File: src/rtl/multicycle_controller.sv
// Multicycle RV32I control FSM: sequences ALU, IR, PC and memory port.
// Optional ILLEGAL_TRAP_EN adds a sticky TRAP state for unknown opcodes.
module multicycle_controller #(
  parameter int CNT_W = 32
) (
  input  logic             clk,
  input  logic             rst,
  input  logic [6:0]       Op,
  input  logic             Zero,
  input  logic             mem_ready,
  output logic             PCWrite,
  output logic             AdrSrc,
  output logic             MemWrite,
  output logic             IRWrite,
  output logic [1:0]       ResultSrc,
  output logic [1:0]       ALUSrcA,
  output logic [1:0]       ALUSrcB,
  output logic [1:0]       ALUOp,
  output logic             RegWrite,
  output logic [CNT_W-1:0] instret,
  output logic             illegal
);

  localparam logic [6:0] OP_LOAD  = 7'b0000011;
  localparam logic [6:0] OP_STORE = 7'b0100011;
  localparam logic [6:0] OP_RTYPE = 7'b0110011;
  localparam logic [6:0] OP_ITYPE = 7'b0010011;
  localparam logic [6:0] OP_JAL   = 7'b1101111;
  localparam logic [6:0] OP_BEQ   = 7'b1100011;

`ifdef ILLEGAL_TRAP_EN
  typedef enum logic [3:0] {
    S_FETCH    = 4'd0,
    S_DECODE   = 4'd1,
    S_MEMADR   = 4'd2,
    S_MEMREAD  = 4'd3,
    S_MEMWB    = 4'd4,
    S_MEMWRITE = 4'd5,
    S_EXECR    = 4'd6,
    S_EXECI    = 4'd7,
    S_ALUWB    = 4'd8,
    S_JAL      = 4'd9,
    S_BEQ      = 4'd10,
    S_TRAP     = 4'd11
  } state_e;
`else
  typedef enum logic [3:0] {
    S_FETCH    = 4'd0,
    S_DECODE   = 4'd1,
    S_MEMADR   = 4'd2,
    S_MEMREAD  = 4'd3,
    S_MEMWB    = 4'd4,
    S_MEMWRITE = 4'd5,
    S_EXECR    = 4'd6,
    S_EXECI    = 4'd7,
    S_ALUWB    = 4'd8,
    S_JAL      = 4'd9,
    S_BEQ      = 4'd10
  } state_e;
`endif

  state_e           state_q, state_d;
  logic [CNT_W-1:0] instret_q, instret_d;
  logic             retire;
  logic             pc_update;
  logic             branch;

  always_ff @(posedge clk) begin
    if (!rst) begin
      state_q   <= S_FETCH;
      instret_q <= '0;
    end else begin
      state_q   <= state_d;
      instret_q <= instret_d;
    end
  end

  always_comb begin
    state_d = state_q;
    retire  = 1'b0;
    unique case (state_q)
      S_FETCH: begin
        if (mem_ready) state_d = S_DECODE;
      end
      S_DECODE: begin
        unique case (Op)
          OP_LOAD,
          OP_STORE: state_d = S_MEMADR;
          OP_RTYPE: state_d = S_EXECR;
          OP_ITYPE: state_d = S_EXECI;
          OP_JAL:   state_d = S_JAL;
          OP_BEQ:   state_d = S_BEQ;
`ifdef ILLEGAL_TRAP_EN
          default:  state_d = S_TRAP;
`else
          default:  state_d = S_FETCH;
`endif
        endcase
      end
      S_MEMADR: begin
        state_d = (Op == OP_LOAD) ? S_MEMREAD : S_MEMWRITE;
      end
      S_MEMREAD: begin
        if (mem_ready) state_d = S_MEMWB;
      end
      S_MEMWB: begin
        state_d = S_FETCH;
        retire  = 1'b1;
      end
      S_MEMWRITE: begin
        if (mem_ready) begin
          state_d = S_FETCH;
          retire  = 1'b1;
        end
      end
      S_EXECR: state_d = S_ALUWB;
      S_EXECI: state_d = S_ALUWB;
      S_ALUWB: begin
        state_d = S_FETCH;
        retire  = 1'b1;
      end
      S_JAL:   state_d = S_ALUWB;
      S_BEQ: begin
        state_d = S_FETCH;
        retire  = 1'b1;
      end
`ifdef ILLEGAL_TRAP_EN
      S_TRAP:  state_d = S_TRAP;
`endif
      default: state_d = S_FETCH;
    endcase
  end

  always_comb begin
    instret_d = instret_q + {{(CNT_W-1){1'b0}}, retire};
  end

  always_comb begin
    pc_update = 1'b0;
    branch    = 1'b0;
    AdrSrc    = 1'b0;
    MemWrite  = 1'b0;
    IRWrite   = 1'b0;
    ResultSrc = 2'b00;
    ALUSrcA   = 2'b00;
    ALUSrcB   = 2'b00;
    ALUOp     = 2'b00;
    RegWrite  = 1'b0;
    unique case (state_q)
      S_FETCH: begin
        ALUSrcB   = 2'b10;
        ResultSrc = 2'b10;
        IRWrite   = mem_ready;
        pc_update = mem_ready;
      end
      S_DECODE: begin
        ALUSrcA = 2'b01;
        ALUSrcB = 2'b01;
      end
      S_MEMADR: begin
        ALUSrcA = 2'b10;
        ALUSrcB = 2'b01;
      end
      S_MEMREAD: AdrSrc = 1'b1;
      S_MEMWB: begin
        ResultSrc = 2'b01;
        RegWrite  = 1'b1;
      end
      S_MEMWRITE: begin
        AdrSrc   = 1'b1;
        MemWrite = 1'b1;
      end
      S_EXECR: begin
        ALUSrcA = 2'b10;
        ALUOp   = 2'b10;
      end
      S_EXECI: begin
        ALUSrcA = 2'b10;
        ALUSrcB = 2'b01;
        ALUOp   = 2'b10;
      end
      S_ALUWB: RegWrite = 1'b1;
      S_JAL: begin
        ALUSrcA   = 2'b01;
        ALUSrcB   = 2'b10;
        pc_update = 1'b1;
      end
      S_BEQ: begin
        ALUSrcA = 2'b10;
        ALUOp   = 2'b01;
        branch  = 1'b1;
      end
      default: ;
    endcase
  end

  assign PCWrite = pc_update | (branch & Zero);
  assign instret = instret_q;

`ifdef ILLEGAL_TRAP_EN
  logic illegal_q, illegal_d;

  always_comb begin
    illegal_d = illegal_q | (state_d == S_TRAP);
  end

  always_ff @(posedge clk) begin
    if (!rst) illegal_q <= 1'b0;
    else      illegal_q <= illegal_d;
  end

  assign illegal = illegal_q;
`else
  assign illegal = 1'b0;
`endif

endmodule

File: config.mk
export PLATFORM = sky130hd
export DESIGN_NAME = multicycle_controller
export DESIGN_NICKNAME = d
export VERILOG_FILES = /design/src/rtl/multicycle_controller.sv
export SDC_FILE = /design/constraint.sdc
export NUM_CORES = 1
export LEC_CHECK = 0
export ABC_AREA = 1
export CAP_MARGIN = 20
export CORE_UTILIZATION = 24
export DETAILED_ROUTE_END_ITERATION = 7
export PLACE_DENSITY = 0.52
export SKIP_CTS_REPAIR_TIMING = 1
export SLEW_MARGIN = 20
export SYNTH_ARGS = -nofsm -noshare
export SYNTH_HDL_FRONTEND = slang
export SYNTH_SLANG_ARGS = --single-unit
File: constraint.sdc
create_clock -name clk -period 2.3 [get_ports clk]
set_clock_uncertainty 0.2 [all_clocks]
set_input_delay 0.575 -clock clk [delete_from_list [all_inputs] [get_ports clk]]
set_output_delay 0.575 -clock clk [all_outputs]
set_load 0.02 [all_outputs]
# Word level (Yosys, flattened, before mapping)
# Index checks and enable logic that the tools add are counted.
# classes
eq_ne	19
bitwise	2
n_addsub	1
muxes	18
n_reduce_logical	12
# ops
op	n
$add 32x1->32	1
$pmux 4 s6	1
$pmux 4 s5	1
$eq 4x3->1 const B	4
$pmux 2 s2	4
$eq 7x6->1 const B	2
$eq 7x7->1 const B	2
$eq 4x4->1 const B	3
$mux 4	3
$reduce_or 2->1	6
$reduce_or 3->1	3
$eq 4x2->1 const B	2
$eq 7x2->1 const B	1
$eq 7x5->1 const B	1
$mux 1	6
$ne 2x2->1 const B	3
$eq 4x1->1 const B	1
$logic_not 4->1	1
$pmux 1 s2	2
$reduce_or 4->1	1
$mux 3	1
$reduce_and 3->1	1
$and 1x1->1	1
$or 1x1->1	1
# totals
input_bits	11
output_inout_bits	46
regBits	36
elab_cells	54

# Logic depth before layout (Yosys ltp)
# Gate-level depths: netlist of the first run.
# depth
word_depth	4
ltp_mapped	17
ltp_nobuf	17

# Least setup slack after synthesis of the first run
# No wires, ideal clock.
# synth_path
kind	reg2reg
from	register state_q[2]
to	register instret_q[22] (netlist: instret[22])
path_buffers	0
arrival_ns	2.264
setup_time_ns	0.113
path_stages_with_launch	17
t_required_ns	1.987
slack_ns	-0.277
period_less_slack_ns	2.577
cell_sequence	dfxtp_1 inv_1 nor2_1 inv_1 a21oi_1 a211o_1 ha_1 ha_1 nand2_2 nor2_4 nand2_4 nor2_8 nand2_4 nor2_4 nand2_1 nand2_1 nor2_1
# synth_via
elab_chain_len	4
word_cells_on_any_way	7
classes_between	1 x add/sub; 4 x eq/ne; 1 x mux; 1 x reduce/logical
# synth_lines
element	line_no	rtl
start, declared	62	state_e state_q, state_d;
start signal, assigned	73	state_q <= state_d;
$eq 4x4->1 or $eq 4x3->1 (tied branches)	81	unique case (state_q)
$reduce_or 3->1 (no source line)	-	
$pmux 1 s2 (*)	81	
$add 32x1->32 (*)	135	instret_d = instret_q + {{(CNT_W-1){1'b0}}, retire};
end signal, assigned	74	instret_q <= instret_d;
end, declared	63	logic [CNT_W-1:0] instret_q, instret_d;
# Mark *: on every way between the ends. The rest lies on a longest branch, timed or not.
# A chain may end at the register's enable or synchronous reset.

# Worst setup path after layout of the first run
# Ends and elaborated chain as after synthesis.

==> run summary, run 1 <==
run status = completed
Num CTS Buffers = 5
Iteration-0 DRC Markers = 68
setup TNS = 0 ps
DR WL/cell = 11.6 um
Via density = 4.45
Core ar. = 0.00872 mm2
DP Area = 0.00300 mm2
io pins = 57
max-cap violations = 0
antenna diode count = 0
global route overflow = 0
Nets = 437
vias in the first global route = 2,204
largest net degree at the start of global routing = 14
register area = 728 um2
Fmax = 443 MHz
CTS tree = done
port bufs = 55
final hold vios = 0
CP Cell Sequence = inv_2, nor2_4, inv_4, a21oi_4, a211o_1, ha_2, ha_4, nand2_4, nor2_4, nand2_4, nor2_8, nand2_4, nor2_4, nand2_1, nand2_1, nor2_1
CTS max path bufs = 2
num rows = 34
Post-Route WL = 6160 um
# clock sinks = 36
RSZ-0062 raised after global routing = true
min cycle time layout = 2260 ps
sequential-to-total area share from yosys stat = 33.4%
dpl hpwl = 4930 um
Die X-Extent = 96.8 um
ys async rst share = 0%
First-pass DRT Iterations = 5
die span in y = 96.8 um
first-pass GRT wire length = 10,100 um
prevailing post-synth register cell = dfxtp_1
Total GRT Usage = 13.1%
routability congestion estimate = 0.837
Max Transition Viols Final = 0
Synth Cell Area = 0.00216 mm2
antenna violations before repair = 0
clk_lat worst skew = 290 ps
area of the multi-input gates = 0.00133 mm2
period utilization = 98.1%
# H-tree levels = 2
total power = 1.30 mW
commonest non-fill, non-tap cells in the layout = nand2_1, nor2_1, clkdlybuf4s50_1
Final setup viols = 0
Antenna Nets Post-Route = 0
fill count = 930
P_leak = 1.34 nW
Starting Density = 24.7%
number of synthesized flops with an enable pin = 0
Clk pin slew, worst setup/hold paths = 80 ps
kind of critical path = reg -> reg
Synth Net Count = 357
layout cells sized above 1 = 16.0%
Max FO, Critical Path = 5
CP Data Arrival Time = 2260 ps
DR vias = 2,369
DRC = 0
Critical Path Max Stage Delay = 360 ps
Critical-path top delay cell = dfxtp_2
Yosys cell types = 32
Non-Filler Cell Area, Final = 0.00318 mm2
Hold Path Class = reg -> reg
Startpoint Class = flop
Crit. End Element = flop
Syn Area/Cell = 6.29 um2
Post-Syn Instances = 343
hold_ws = 277 ps
P per Cell Area = 407 mW/mm2
Area growth, synth to finish = 47.7%
Syn. warnings = 0
clk root buf = clkbuf_8
critical path data required time = 2300 ps
Die Area = 0.00937 mm2
Max rail drop VDD = 0.192 mV
commonest non-fill, non-tap cell in the layout = nand2_1
Synth Register Bits = 36
[cells by family after synthesis]
group           count (synthesis)  share of synthesized area [%]
compound gates                 46                           11.7
flops                          36                           33.4
xor+xnor                        5                           2.03
fa+ha+maj                       3                           1.74
buf+inv                        42                           7.84
other cells                     1                          0.174
simple gates                  210                           43.1
[routing by layer]
layer / global-route usage, % / wire (um) / share of wire [%]
met1: 16.2 / 2940 / 48
met2: 22.8 / 2950 / 48
met3: 2.53 / 189 / 3.1
met4: 4.13 / 75 / 1.2
met5: 0 / 0 / 0
[cell usage after synthesis (2+ instances only)]
cell type / n / share of area [%]
nand2_1: 104 / 18
nor2_1: 69 / 12
dfxtp_1: 36 / 33
inv_1: 33 / 5.7
a21oi_1: 27 / 6.3
nand3b_1: 10 / 3.5
nand3_1: 9 / 2.1
o21ai_0: 9 / 2.1
inv_2: 5 / 0.87
nor2_2: 4 / 1.2
nor2_4: 4 / 2.1
xor2_1: 4 / 1.6
ha_1: 3 / 1.7
a211o_1: 2 / 0.81
clkbuf_1: 2 / 0.35
nand2_2: 2 / 0.58
nand2_4: 2 / 1.0
o211ai_1: 2 / 0.70
o21a_1: 2 / 0.70
o21ai_1: 2 / 0.46
[report_power, final]
| part | leakage, nW | switching [mW] | total (mW) | internal [mW] |
|---|---|---|---|---|
| Sequential | 0.292 | 0.00304 | 0.627 | 0.624 |
| Clock | 0.0552 | 0.236 | 0.558 | 0.322 |
| Combinational | 0.995 | 0.0627 | 0.112 | 0.0494 |
[worst max-delay path, delay by kind of cell (launching register included)]
family / cells / cell delay, ps
compound gates: 2 / 260
fa+ha+maj: 2 / 330
buf+inv: 2 / 130
simple gates: 10 / 890
flops: 1 / 360
[registers in the layout, summed over array words and instances (netlist names)]
signal,flops
instret,32
state_q,4
[stage by stage]
stage / setup slack (ps) / std cells / util [%]
after floorplan: -21.7 / 343 / -
after global placement: -452 / 522 / 34.4
after detailed placement: -473 / 522 / 34.4
after CTS: -474 / 530 / 35.6
after global routing: -105 / 532 / 36.5
final: 42.9 / 532 / 36.5
[layout make-up]
class                   count  share of cell area [%]
multi-input cells         265                    41.8
repair buffers             77                    23.1
flip-flops and latches     36                    22.9
inverters                  38                    4.56
well taps                 108                    4.24
clock buffers               6                    2.28
clock inverters             2                    1.10
[worst paths after layout]
path	startpoint	end	cells past startpoint	slack [ps]
setup / recovery	state_q[2]$_SDFFE_PN0P_	instret[22]$_SDFF_PN0_	16	40
setup reg to reg	state_q[2]$_SDFFE_PN0P_	instret[22]$_SDFF_PN0_	16	40
hold reg to reg	instret[31]$_SDFF_PN0_	instret[31]$_SDFF_PN0_	2	280
hold / removal	instret[31]$_SDFF_PN0_	instret[31]$_SDFF_PN0_	2	280
(Power assumes the default switching activity.)
==> inputs of run 2 (changes only) <==
--- a/config.mk
+++ b/config.mk
@@ -7,9 +7,10 @@
 export LEC_CHECK = 0
 export ABC_AREA = 1
 export CAP_MARGIN = 20
-export CORE_UTILIZATION = 24
+export CORE_UTILIZATION = 44
 export DETAILED_ROUTE_END_ITERATION = 7
-export PLACE_DENSITY = 0.52
+export PLACE_DENSITY = 0.81
+export RECOVER_POWER = 100
 export SKIP_CTS_REPAIR_TIMING = 1
 export SLEW_MARGIN = 20
 export SYNTH_ARGS = -nofsm -noshare
==> run 2 against run 1 <==
  * The flow now finishes with violations (setup timing)
  * Clock-buffer cell count decreased by 1
  * Sequential power about the same
  * Total power increased by 17%
  * Sequential share of layout area decreased by 0.13 points
  * Largest power group is now clock
==> run summary, run 2 (synthesis results as in run 1) <==
clk root buf = clkbuf_8
# clock sinks = 36
DRC = 0
Max Transition Viols Final = 0
antenna violations before repair = 0
Antenna Nets Post-Route = 0
P_leak = 1.32 nW
Critical Path Max Stage Delay = 350 ps
Nets = 439
total power = 1.52 mW
min cycle time layout = 2310 ps
Fmax = 432 MHz
vias in the first global route = 2,232
Core ar. = 0.00472 mm2
DP Area = 0.00296 mm2
Critical-path top delay cell = dfxtp_2
RSZ-0062 raised after global routing = true
max reg flops = 32
Startpoint Class = flop
Final setup viols = 1
First-pass DRT Iterations = 5
layout cells sized above 1 = 18.3%
setup ws final = -14.1 ps
DR WL/cell = 12.3 um
P per Cell Area = 476 mW/mm2
period utilization = 101%
Area growth, synth to finish = 48.6%
max-cap violations = 0
num rows = 25
final hold vios = 0
setup TNS = -14.1 ps
CTS tree = done
CP Data Arrival Time = 2300 ps
routability congestion estimate = 0.907
antenna diode count = 0
largest net degree at the start of global routing = 15
hold_ws = 280 ps
CP Cell Sequence = inv_2, nor2_4, inv_2, a21oi_4, a211o_1, ha_2, ha_4, nand2_4, nor2_4, nand2_4, nor2_8, nand2_4, nor2_4, nand2_1, nand2_1, nor2_1
Post-Route WL = 6050 um
Crit. End Element = flop
Iteration-0 DRC Markers = 114
dpl hpwl = 4600 um
first-pass GRT wire length = 9720 um
Hold Path Class = reg -> reg
kind of critical path = reg -> reg
CTS max path bufs = 2
critical path data required time = 2290 ps
run status = complete, but fails checks
commonest non-fill, non-tap cells in the layout = nand2_1, nor2_1, clkdlybuf4s50_1
io pins = 57
die span in y = 72.0 um
Die X-Extent = 72.0 um
# H-tree levels = 2
port bufs = 55
clk_lat worst skew = 290 ps
Num CTS Buffers = 5
failing checks = setup timing
commonest non-fill, non-tap cell in the layout = nand2_1
Starting Density = 45.6%
Via density = 4.97
Non-Filler Cell Area, Final = 0.00320 mm2
global route overflow = 0
Max rail drop VDD = 0.312 mV
Max FO, Critical Path = 4
Total GRT Usage = 24.0%
DR vias = 2,452
Clk pin slew, worst setup/hold paths = 80 ps
fin util = 67.8%
Die Area = 0.00518 mm2
[run 2: where the power goes]
group	switching [mW]	internal, mW
Sequential	0.00329	0.624
Combinational	0.0627	0.0479
Clock	0.243	0.543
Total	0.309	1.21
[run 2: critical path: cells and delay by family (launching register included)]
family          cells  cell delay [ps]
compound gates      2              300
fa+ha+maj           2              360
flops               1              350
simple gates       10              860
buf+inv             2              120
[run 2: cell type report]
| class | count | area [um2] |
|---|---|---|
| clock buffer | 5 | 68.8 |
| clock inverter | 3 | 90.1 |
| fill | 387 | 1520 |
| inverter | 38 | 143 |
| multi-input combinational | 265 | 1360 |
| sequential | 36 | 728 |
| tap | 67 | 83.8 |
| timing repair buffer | 79 | 727 |
[run 2: final timing paths]
check | start | to | slack (ps) | depth (start not counted)
max | state_q[2]$_SDFFE_PN0P_ | instret[22]$_SDFF_PN0_ | -10 | 16
min | instret[31]$_SDFF_PN0_ | instret[31]$_SDFF_PN0_ | 280 | 2
max reg2reg | state_q[2]$_SDFFE_PN0P_ | instret[22]$_SDFF_PN0_ | -10 | 16
min reg2reg | instret[31]$_SDFF_PN0_ | instret[31]$_SDFF_PN0_ | 280 | 2
[run 2: metrics by stage]
stage / worst slack, ps / cells
6_report: -14.1 / 493
5_1_grt: -124 / 493
4_1_cts: -483 / 490
3_5_place_dp: -474 / 482
3_3_place_gp: -441 / 482
2_1_floorplan: -21.7 / 343
[run 2: per-layer routing]
metal  GRT usage, %  part of all wire, %  vias to the layer above  wire length (um)
li1               -                    -                     1247                 -
met1           28.7                   43                     1113              2590
met2           42.9                   50                       78              3000
met3           4.58                  5.1                       14               307
met4           8.71                  2.4                        0               143
met5              0                    0                        -                 0
==> inputs of run 3 (changes only) <==
--- a/config.mk
+++ b/config.mk
@@ -7,6 +7,7 @@
 export LEC_CHECK = 0
 export ABC_AREA = 1
 export CAP_MARGIN = 20
+export CORE_MARGIN = 2
 export CORE_UTILIZATION = 44
 export DETAILED_ROUTE_END_ITERATION = 7
 export PLACE_DENSITY = 0.81
==> run 3 against run 2 <==
  * The run still ends with setup timing left
  * First-iteration DRC count increased by 9.6%
  * Sequential share of layout area about the same
  * Via count decreased by 1.9%
  * Final area barely moved
  * Fmax up 0.23%
  * Non-clock buffer count rose by 3
  * Die area grew 5.6%
  * Hold slack better by 8.9 ps
  * Critical path depth is the same
  * Final cell count increased by 0.61%
  * Sequential power about the same
  * Clock-buffer cell count is 1 higher
  * Largest cell class unchanged
  * Highest routed layer unchanged
==> run summary, run 3 (synthesis results as in run 1) <==
CTS max path bufs = 2
run status = complete, but fails checks
die span in y = 74.0 um
First-pass DRT Iterations = 4
Core ar. = 0.00472 mm2
Iteration-0 DRC Markers = 125
max-cap violations = 0
clk root buf = clkbuf_8
Hold Crit Depth = 2
max reg flops = 32
num rows = 25
antenna violations before repair = 0
pre-CTS setup slack = -487 ps
total power = 1.29 mW
Startpoint Class = flop
register area = 728 um2
Hold Path End = instret[31]$_SDFF_PN0_
fin util = 67.8%
Inst Count DP = 482
Max FO, Critical Path = 4
antenna diode count = 0
fill count = 388
area of the multi-input gates = 0.00137 mm2
Crit. End Element = flop
final hold vios = 0
routability congestion estimate = 0.889
port bufs = 55
io pins = 57
critical path data required time = 2290 ps
Fmax = 433 MHz
CTS tree = done
Max Transition Viols Final = 0
failing checks = setup timing
setup TNS = -8.78 ps
clk_lat worst skew = 290 ps
Nets = 442
vias in the first global route = 2,218
setup slack, reg-to-reg = -9 ps
Die Area = 0.00548 mm2
setup ws final = -8.78 ps
Register-to-Register Path Depth = 16
global route overflow = 0
min cycle time layout = 2310 ps
P_leak = 1.33 nW
Die X-Extent = 74.0 um
reg-to-reg critical path startpoint = state_q[2]$_SDFFE_PN0P_
Non-Filler Instances = 496
P per Cell Area = 403 mW/mm2
worst hold start = instret[31]$_SDFF_PN0_
Max rail drop VDD = 0.382 mV
layout cells sized above 1 = 19.3%
commonest non-fill, non-tap cell in the layout = nand2_1
DR WL/cell = 12.1 um
largest net degree at the start of global routing = 24
Area growth, synth to finish = 48.5%
Hold Path Class = reg -> reg
commonest non-fill, non-tap cells in the layout = nand2_1, nor2_1, clkdlybuf4s50_1
CP Data Arrival Time = 2300 ps
Antenna Nets Post-Route = 0
DR vias = 2,406
Post-Route WL = 6000 um
DRC = 0
period utilization = 100%
dpl hpwl = 4510 um
Final setup viols = 1
Via density = 4.85
# clock sinks = 36
Clk pin slew, worst setup/hold paths = 80 ps
first-pass GRT wire length = 9360 um
Starting Density = 45.6%
RSZ-0062 raised after global routing = true
# H-tree levels = 2
Total GRT Usage = 21.8%
Num CTS Buffers = 5
kind of critical path = reg -> reg
reg-to-reg endpoint = instret[22]$_SDFF_PN0_
-- run 3: cell types whose count changed in the layout (fill, tap and decap cells not counted), moves of 2 or more --
cell | previous run | this run
inv_2 | 10 | 7
nor2_2 | 5 | 8
bufinv_16 | 3 | 1
nor2_1 | 63 | 60
buf_4 | 24 | 26
inv_1 | 28 | 30
-- run 3: per-stage QoR --
stage                     hold WS (ps)  cell area [um2]
after detailed placement           278             2970
after global placement             258             2970
after floorplan                    343             2190
after CTS                          290             3080
final                              289             3200
after global routing               314             3200
-- run 3: metal layers --
layer / GRT usage, % / share of wire (%) / up-vias / wire length (um)
li1: - / - / 1249 / -
met5: 0 / 0 / - / 0
met1: 27.0 / 43 / 1083 / 2590
met2: 37.9 / 50 / 63 / 3000
met3: 4.61 / 5.0 / 11 / 300
met4: 6.87 / 1.8 / 0 / 108
-- run 3: final cells by class --
cell class | instances | area share (%)
Tap cell | 67 | 2.62
Clock buffer | 6 | 2.27
Multi-Input combinational cell | 265 | 42.9
Clock inverter | 2 | 1.09
Inverter | 38 | 4.53
Timing Repair Buffer | 82 | 23.8
Sequential cell | 36 | 22.7
-- run 3: worst max-delay path by stage --
stage	startpoint	endpoint	slack (ps)	depth (start not counted)
final	state_q[2]$_SDFFE_PN0P_	instret[22]$_SDFF_PN0_	-9	16
after global routing	state_q[2]$_SDFFE_PN0P_	instret[22]$_SDFF_PN0_	-160	16
after CTS	mem_ready	PCWrite	-490	5
after detailed placement	mem_ready	PCWrite	-490	5
after global placement	mem_ready	PCWrite	-440	5
after floorplan	state_q[2]$_SDFFE_PN0P_	instret[22]$_SDFF_PN0_	-20	16
-- run 3: worst max-delay path, stage by stage (launching register included) --
cell,delay [ps]
dfxtp_4,360
inv_4,50
nor2_4,110
inv_2,70
a21oi_4,130
a211o_1,160
ha_2,200
ha_4,150
nand2_4,60
nor2_4,150
nand2_4,90
nor2_8,140
nand2_4,70
nor2_4,100
nand2_1,60
nand2_1,70
nor2_1,40
-- run 3: report_power, final --
part	switching [mW]	internal, mW	leakage, nW	total [mW]
logic	0.0639	0.0499	0.979	0.114
clock network	0.226	0.322	0.0552	0.548
registers	0.00301	0.624	0.292	0.627
total	0.293	0.996	1.33	1.29
